File: config.mk
export PLATFORM = sky130hd
export DESIGN_NAME = ex_mdu
export DESIGN_NICKNAME = d
export VERILOG_FILES = /design/src/rtl/ex_mdu.sv
export SDC_FILE = /design/constraint.sdc
export NUM_CORES = 2
export LEC_CHECK = 0
export CORE_UTILIZATION = 40
export DETAILED_ROUTE_END_ITERATION = 10
export PLACE_DENSITY_LB_ADDON = 0.08
export SETUP_SLACK_MARGIN = 0.2
export SLEW_MARGIN = 20
export SYNTH_ARGS = -nofsm -noshare
export SYNTH_HDL_FRONTEND = slang
export SYNTH_SLANG_ARGS = --single-unit
File: constraint.sdc
create_clock -name clk -period 7.9 [get_ports clk]
set_input_delay 0.79 -clock clk [delete_from_list [all_inputs] [get_ports clk]]
set_output_delay 0.79 -clock clk [all_outputs]
set_load 0.005 [all_outputs]
File: src/rtl/ex_mdu.sv
// Iterative RV M-extension multiply/divide unit (with RV64 *W variants) beside the execute ALU.
// Shift-add multiplier and restoring divider retire one bit per cycle; divide special cases skip iteration.
module ex_mdu #(
  parameter int XLEN = 64,
  parameter int RD_W = 5
) (
  input  logic            clk,
  input  logic            rst,
  input  logic            start_i,
  input  logic [2:0]      op_i,
  input  logic            word_i,
  input  logic [XLEN-1:0] op1_i,
  input  logic [XLEN-1:0] op2_i,
  input  logic [RD_W-1:0] rd_addr_i,
  input  logic            flush_i,
  output logic            busy_o,
  output logic            hold_flag_o,
  output logic [XLEN-1:0] rd_wdata_o,
  output logic [RD_W-1:0] rd_waddr_o,
  output logic            reg_wen_o
);
  localparam int CW = $clog2(XLEN) + 1;
  localparam logic [2:0] OP_MUL = 3'b000;

  typedef enum logic [1:0] {IDLE, CALC, FIN, DONE} state_t;

  state_t            state;
  logic [CW-1:0]     count;
  logic [2:0]        op_q;
  logic              word_q;
  logic              neg_q;
  logic [RD_W-1:0]   rd_q;
  logic [2*XLEN-1:0] a_q;  // mul: multiplicand shifting left; div: low half is dividend becoming quotient
  logic [XLEN-1:0]   b_q;  // mul: multiplier shifting right; div: divisor magnitude
  logic [2*XLEN-1:0] p_q;  // mul: product accumulator; div: low half is partial remainder

  logic            word_in, illegal, accept, s1, s2, neg1, neg2;
  logic            div_zero, div_ovf, special, neg_in;
  logic [XLEN-1:0] ext1, ext2, mag1, mag2, most_neg, spec_raw, spec_res;
  logic [CW-1:0]   div_shift, w_last;

  always_comb begin
    word_in   = (XLEN == 64) && word_i;
    illegal   = word_in && (op_i inside {3'b001, 3'b010, 3'b011});
    accept    = start_i && !flush_i && !illegal;
    s1        = op_i inside {3'b001, 3'b010, 3'b100, 3'b110};
    s2        = op_i inside {3'b001, 3'b100, 3'b110};
    if (word_in) begin
      ext1     = s1 ? XLEN'($signed(op1_i[31:0])) : XLEN'(op1_i[31:0]);
      ext2     = s2 ? XLEN'($signed(op2_i[31:0])) : XLEN'(op2_i[31:0]);
      most_neg = XLEN'($signed(32'h8000_0000));
    end else begin
      ext1     = op1_i;
      ext2     = op2_i;
      most_neg = {1'b1, {(XLEN-1){1'b0}}};
    end
    neg1      = s1 && ext1[XLEN-1];
    neg2      = s2 && ext2[XLEN-1];
    mag1      = neg1 ? -ext1 : ext1;
    mag2      = neg2 ? -ext2 : ext2;
    div_zero  = op_i[2] && (ext2 == '0);
    div_ovf   = op_i[2] && !op_i[0] && (ext1 == most_neg) && (ext2 == '1);
    special   = div_zero || div_ovf;
    spec_raw  = div_zero ? (op_i[1] ? ext1 : '1) : (op_i[1] ? '0 : ext1);
    spec_res  = word_in ? XLEN'($signed(spec_raw[31:0])) : spec_raw;
    // MUL keeps only the low half, which is identical for signed and unsigned operands
    neg_in    = (op_i == OP_MUL) ? 1'b0 : (op_i[2] && op_i[1]) ? neg1 : (neg1 ^ neg2);
    // word dividends start at the top so the quotient lands in the low 32 bits after 32 steps
    div_shift = word_in ? CW'(XLEN - 32) : '0;
  end

  logic [XLEN:0]     r_sh;
  logic [XLEN-1:0]   r_sub;
  logic              r_ge;
  logic [2*XLEN-1:0] prod;
  logic [XLEN-1:0]   mul_res, div_raw, div_res, raw, fin_res;

  always_comb begin
    w_last  = word_q ? CW'(31) : CW'(XLEN - 1);
    r_sh    = {p_q[XLEN-1:0], a_q[XLEN-1]};
    r_ge    = r_sh >= {1'b0, b_q};
    r_sub   = r_sh[XLEN-1:0] - b_q;
    prod    = neg_q ? -p_q : p_q;
    mul_res = (op_q == OP_MUL) ? prod[XLEN-1:0] : prod[2*XLEN-1:XLEN];
    div_raw = op_q[1] ? p_q[XLEN-1:0] : a_q[XLEN-1:0];
    div_res = neg_q ? -div_raw : div_raw;
    raw     = op_q[2] ? div_res : mul_res;
    fin_res = word_q ? XLEN'($signed(raw[31:0])) : raw;
  end

  always_ff @(posedge clk) begin
    if (!rst) begin
      state      <= IDLE;
      count      <= '0;
      op_q       <= '0;
      word_q     <= 1'b0;
      neg_q      <= 1'b0;
      rd_q       <= '0;
      a_q        <= '0;
      b_q        <= '0;
      p_q        <= '0;
      rd_wdata_o <= '0;
      rd_waddr_o <= '0;
      reg_wen_o  <= 1'b0;
    end else begin
      reg_wen_o <= 1'b0;
      if (flush_i) begin
        state <= IDLE;
      end else begin
        case (state)
          IDLE: begin
            if (accept) begin
              op_q   <= op_i;
              word_q <= word_in;
              neg_q  <= neg_in;
              rd_q   <= rd_addr_i;
              count  <= '0;
              if (special) begin
                rd_wdata_o <= spec_res;
                rd_waddr_o <= rd_addr_i;
                reg_wen_o  <= (rd_addr_i != '0);
                state      <= DONE;
              end else begin
                b_q   <= mag2;
                p_q   <= '0;
                a_q   <= op_i[2] ? (2*XLEN)'(mag1 << div_shift) : (2*XLEN)'(mag1);
                state <= CALC;
              end
            end
          end
          CALC: begin
            count <= count + CW'(1);
            if (op_q[2]) begin
              p_q[XLEN-1:0] <= r_ge ? r_sub : r_sh[XLEN-1:0];
              a_q[XLEN-1:0] <= {a_q[XLEN-2:0], r_ge};
            end else begin
              p_q <= b_q[0] ? p_q + a_q : p_q;
              a_q <= a_q << 1;
              b_q <= b_q >> 1;
            end
            if (count == w_last) state <= FIN;
          end
          FIN: begin
            rd_wdata_o <= fin_res;
            rd_waddr_o <= rd_q;
            reg_wen_o  <= (rd_q != '0);
            state      <= DONE;
          end
          DONE:    state <= IDLE;
          default: state <= IDLE;
        endcase
      end
    end
  end

  assign busy_o      = (state != IDLE);
  assign hold_flag_o = !flush_i && ((state == IDLE && accept) || state == CALC || state == FIN);

endmodule

==> results.md <==
- Entering global routing, the biggest net connects 146 pins.
- The number of search-and-repair iterations in the first detailed-routing pass is 8.
- The combined global-route utilization of all metal layers is 39.77%.
- Of all nets on the critical path, the largest fanout is 21.
- The share of flip-flops with an asynchronous set or reset after synthesis is 0%.
- The count of final setup violators is 0.
- The post-route clock period utilization is 74.89%.
- The insertion delay of the later-clocked pin in the worst-skew pair is 0.71 ns.
- The completed layout was analyzed and its total power is 6934 uW.
- Setup repair after global routing left no endpoint under its margin.
- In this run the tightest slew margin relative to its limit is 22.87%.
- For flop-to-flop paths, the worst setup slack is 1.98 ns.
- The cell total after placement is 7204.
- The kind of end point of the critical path is a flop.
- Leaving out fill and tap cells, the most frequent cells in the layout are nand2_1 (718), a21oi_1 (609), nor2_1 (516).
- The aggregate routed wire length is 213900 microns.
- Prior to clock tree synthesis, the placed netlist has a worst setup slack of 1.698 ns.
- For this design, the sink count on the clock tree is 409.
- The tightest hold path in the finished design has a slack of 0.4527 ns.
- The detailed router's first-iteration violation count is 6630.
- For this run, the top clock speed supported by timing is 169.0 MHz.
- The endpoint of the worst register-to-register path is rd_wdata_o[35]$_SDFFE_PN0P_.
- The die width is 322.5 microns.
- After clock tree synthesis, the clock-pin slew on the worst setup and hold paths is 0.08 ns.
- The flow ran to the end, and the final reports show no timing, DRC or antenna violations.
- The library cell used as clock root buffer is clkbuf_16.
- The post-synth net total is 6291.
- The critical path start-end classification is flop to flop.
- After layout, the worst setup slack is 1.984 ns.
- The post-layout instance count excluding filler cells is 7309.
- Once the floorplan was initialized, standard cells occupied 40.38% of the core.
- The multi-input gate area in the final layout is 30570 sq um.
- The most used flip-flop cell after synthesis is dfxtp_1.
- In this run the post-CTS setup repair buffer count came out at 0.
- TritonCTS built the clock tree.
- The maximum cell stage delay along the critical path is 0.57 ns.
- The number of CTS-inserted buffers is 54.
- The detailed-route DRC error count is 0.
- Counting distinct cell types in the post-synthesis netlist gives 106.
- The number of global-route vias before repair is 42.49k.
- At the pin with the least slew margin, the transition time is 1.128 ns.
- Between clock sinks in the finished design, the worst skew comes to 0.06049 ns.
- The worst hold path begins at a_q[125]$_SDFFE_PN0P_.
- The timing endpoint of the critical path is rd_wdata_o[35]$_SDFFE_PN0P_.
- The number of antenna violations at the first check in global routing is 17.
- The area growth from synthesis to layout is 12.82%.
- VDD sags by at most 162.8 uV.
- During I/O placement, the number of pins put on the boundary was 213.
- The leading cell type in the layout, fill and taps excluded is nand2_1.
- STA puts the critical path data required time at 8.49 ns.
- Subtracting the final worst setup slack from the clock period gives 5.916 ns.
- The placeable core region is 101700 sq um.
- The number of pins with negative max-slew slack in the final report is 0.
- The post-route antenna net violation count is 0.
- The slowest stage of the critical path belongs to the cell or3_1.
- In this run the static leakage power is 0.01750 uW.
- The final-report hold violation count is 0.
- Yosys printed 0 warnings.
- The type of the worst min-delay path is flop to flop.
- The total negative slack for setup checks is 0 ns.
- In this run the vertical extent of the chip is 322.5 microns.
- Each instance of the synthesized netlist takes up on average 6.906 sq um.
- The number of fillers in the final layout is 10.63k.
- After the last flow step, the layout net total stands at 6235.
- The detailed-route vias per instance is 6.533.
- The quantity of hold-fixing buffers added after cts is 0.
- The clock tree synthesis step divided the H-tree into 2 levels.
- Walking the worst path, the cells encountered are buf_4 -> or3_1 -> or3_1 -> nor4_2 -> nand3_1 -> nor2_1 -> nand2_1 -> o311ai_1 -> a311oi_1 -> a21oi_1 -> o21a_1 -> buf_4 -> o211ai_1 -> a32o_1.
- The maximum count of clock buffers along a single path is 3.
- The number of max-cap violations is 0.
- The count of cells resized by post-cts repair is 0.
- The synthesis-stage register bit count is 409.
- The mapped netlist covers 41080 sq um.
- In this run the critical register-to-register path is launched from p_q[39]$_SDFFE_PN0P_.
- The routed length per instance is 29.27 microns.
- The number of synthesized flops with an enable pin is 0.
- During placement, the flow inserted port buffers numbering 212.
- The die area is 104000 sq um.
- The kind of start point of the critical path is a flop.
- The number of placement rows is 117.
- Global routing finished with a remaining overflow of 0.
- In this run the power density over the cells is 149.6 nW/um^2.
- The start point of the critical path is p_q[39]$_SDFFE_PN0P_.
- The worst register-to-register path has a depth of 14.
- Data arrives at the worst endpoint at 6.51 ns.
- Of the cells placed in the final design, the portion with a size suffix greater than 1 is 5.845%.
- After synthesis, flip-flops and latches occupy 19.93% of the total area.
- The sequential cells in the finished layout cover a total of 8199 sq um.
- The routed via count is 47.75k.
- The first global-routing pass estimated 304800 microns of wire.
- At the end of routability-driven placement, the weighted congestion stood at 1.022.
- The HPWL after detailed placement is 166000 microns.
- Counting every instance in the synthesized netlist gives 5948.
[through the flow]
| step | util (%) | instance area (sq um) |
|---|---|---|
| final | 45.55 | 46340 |
| after global routing | 45.54 | 46340 |
| after CTS | 45.53 | 46320 |
| after detailed placement | 43.55 | 44310 |
| after global placement | 43.55 | 44300 |
| after floorplan | - | 41080 |
[layout make-up]
class,instances,share of cell area (%)
diodes,4,0.02160
clock buffers,79,3.464
clock inverters,22,0.8855
inverters,187,1.531
multi-input cells,4894,65.95
flip-flops and latches,409,17.69
well taps,1368,3.693
repair buffers,346,6.760
[registers in the layout (all words and copies together) (netlist names)]
name and flops:
b_q 64, rd_wdata_o 64, count 7, rd_q 5, neg_q 1, p_q 128, reg_wen_o 1, op_q 3
word_q 1, a_q 128, state 2, rd_waddr_o 5
[cells in the mapped netlist, types with 14 or more instances]
library cell,n,area [sq um]
nand2b_1,50,312.8
dfxtp_1,409,8188
o21ai_1,18,90.09
or3_1,62,387.9
maj3_1,33,330.3
a21oi_1,614,3073
o211ai_1,102,765.7
nor3b_1,16,120.1
a31oi_1,51,319.1
o21a_1,30,225.2
o311ai_0,19,166.4
nand2_1,719,2699
a21o_1,131,983.4
nand3_1,178,890.9
clkbuf_1,376,1411
a22o_1,14,122.6
nor4_1,57,356.6
or4_1,33,247.7
ha_1,200,2502
a221oi_1,36,315.3
a311oi_1,16,140.1
o21ai_0,495,2477
a211oi_1,118,885.9
or2_2,28,175.2
a32o_1,31,310.3
nor2_1,522,1959
buf_2,34,170.2
and2_1,29,181.4
o21bai_1,51,382.9
buf_1,44,165.2
mux2i_1,120,1201
a211o_1,14,122.6
a22oi_1,49,367.9
o31ai_1,59,442.9
nor2b_1,26,162.7
xor2_1,154,1349
nand4_1,121,757.0
o221ai_1,26,227.7
o41ai_1,20,175.2
inv_1,185,694.4
nor3_1,176,880.8
and3_1,26,162.7
xnor2_1,219,1918
[layer usage]
layer  global-route usage [%]  part of all wire [%]  vias up  wire, microns
met5                        0                 0.042        -             90
met1                    55.66                    43    22910          92760
met4                    19.37                   5.7       12          12240
li1                         -                     -    21710              -
met3                    8.972                    10      489          22430
met2                    56.83                    40     2625          86410
[critical path, delay by kind of cell (launching register included)]
family,cells,cell delay (ns)
AO/OA/AOI/OAI,6,2.21
buffers and inverters,2,0.55
AND/OR/NAND/NOR,6,2.76
flip-flops,1,0.30
[worst min-delay path by stage]
stage                                  end  slack [ns]  depth (start not counted)
4_1_cts        rd_wdata_o[54]$_SDFFE_PN0P_        0.45                          2
3_3_place_gp   rd_wdata_o[54]$_SDFFE_PN0P_        0.44                          2
3_5_place_dp   rd_wdata_o[54]$_SDFFE_PN0P_        0.44                          2
2_1_floorplan         b_q[57]$_SDFFE_PN0P_        0.44                          2
5_1_grt               b_q[57]$_SDFFE_PN0P_        0.47                          2
6_report             a_q[126]$_SDFFE_PN0P_        0.45                          2
[logic make-up (layout without fill, tap and decap cells)]
logic type	count (synthesis)	after routing	share of synthesized area, %
AOI/OAI and AO/OA	2034	2034	31.33
xor gates and xnor gates	373	373	7.953
adders and majority gates	235	235	6.993
buffers and inverters	645	634	6.052
DFF	409	409	19.93
muxes	135	135	3.369
other	0	4	0
and+or+nand+nor	2117	2117	24.37
[where the power goes]
part | switching, uW | internal (uW) | total [uW] | leakage (uW)
logic | 1250 | 588 | 1840 | 0.0132
clock network | 1110 | 1710 | 2820 | 0.000981
registers | 153 | 2120 | 2270 | 0.00331
total | 2520 | 4420 | 6930 | 0.0175
No activity file was read; power rests on OpenSTA's default activity.
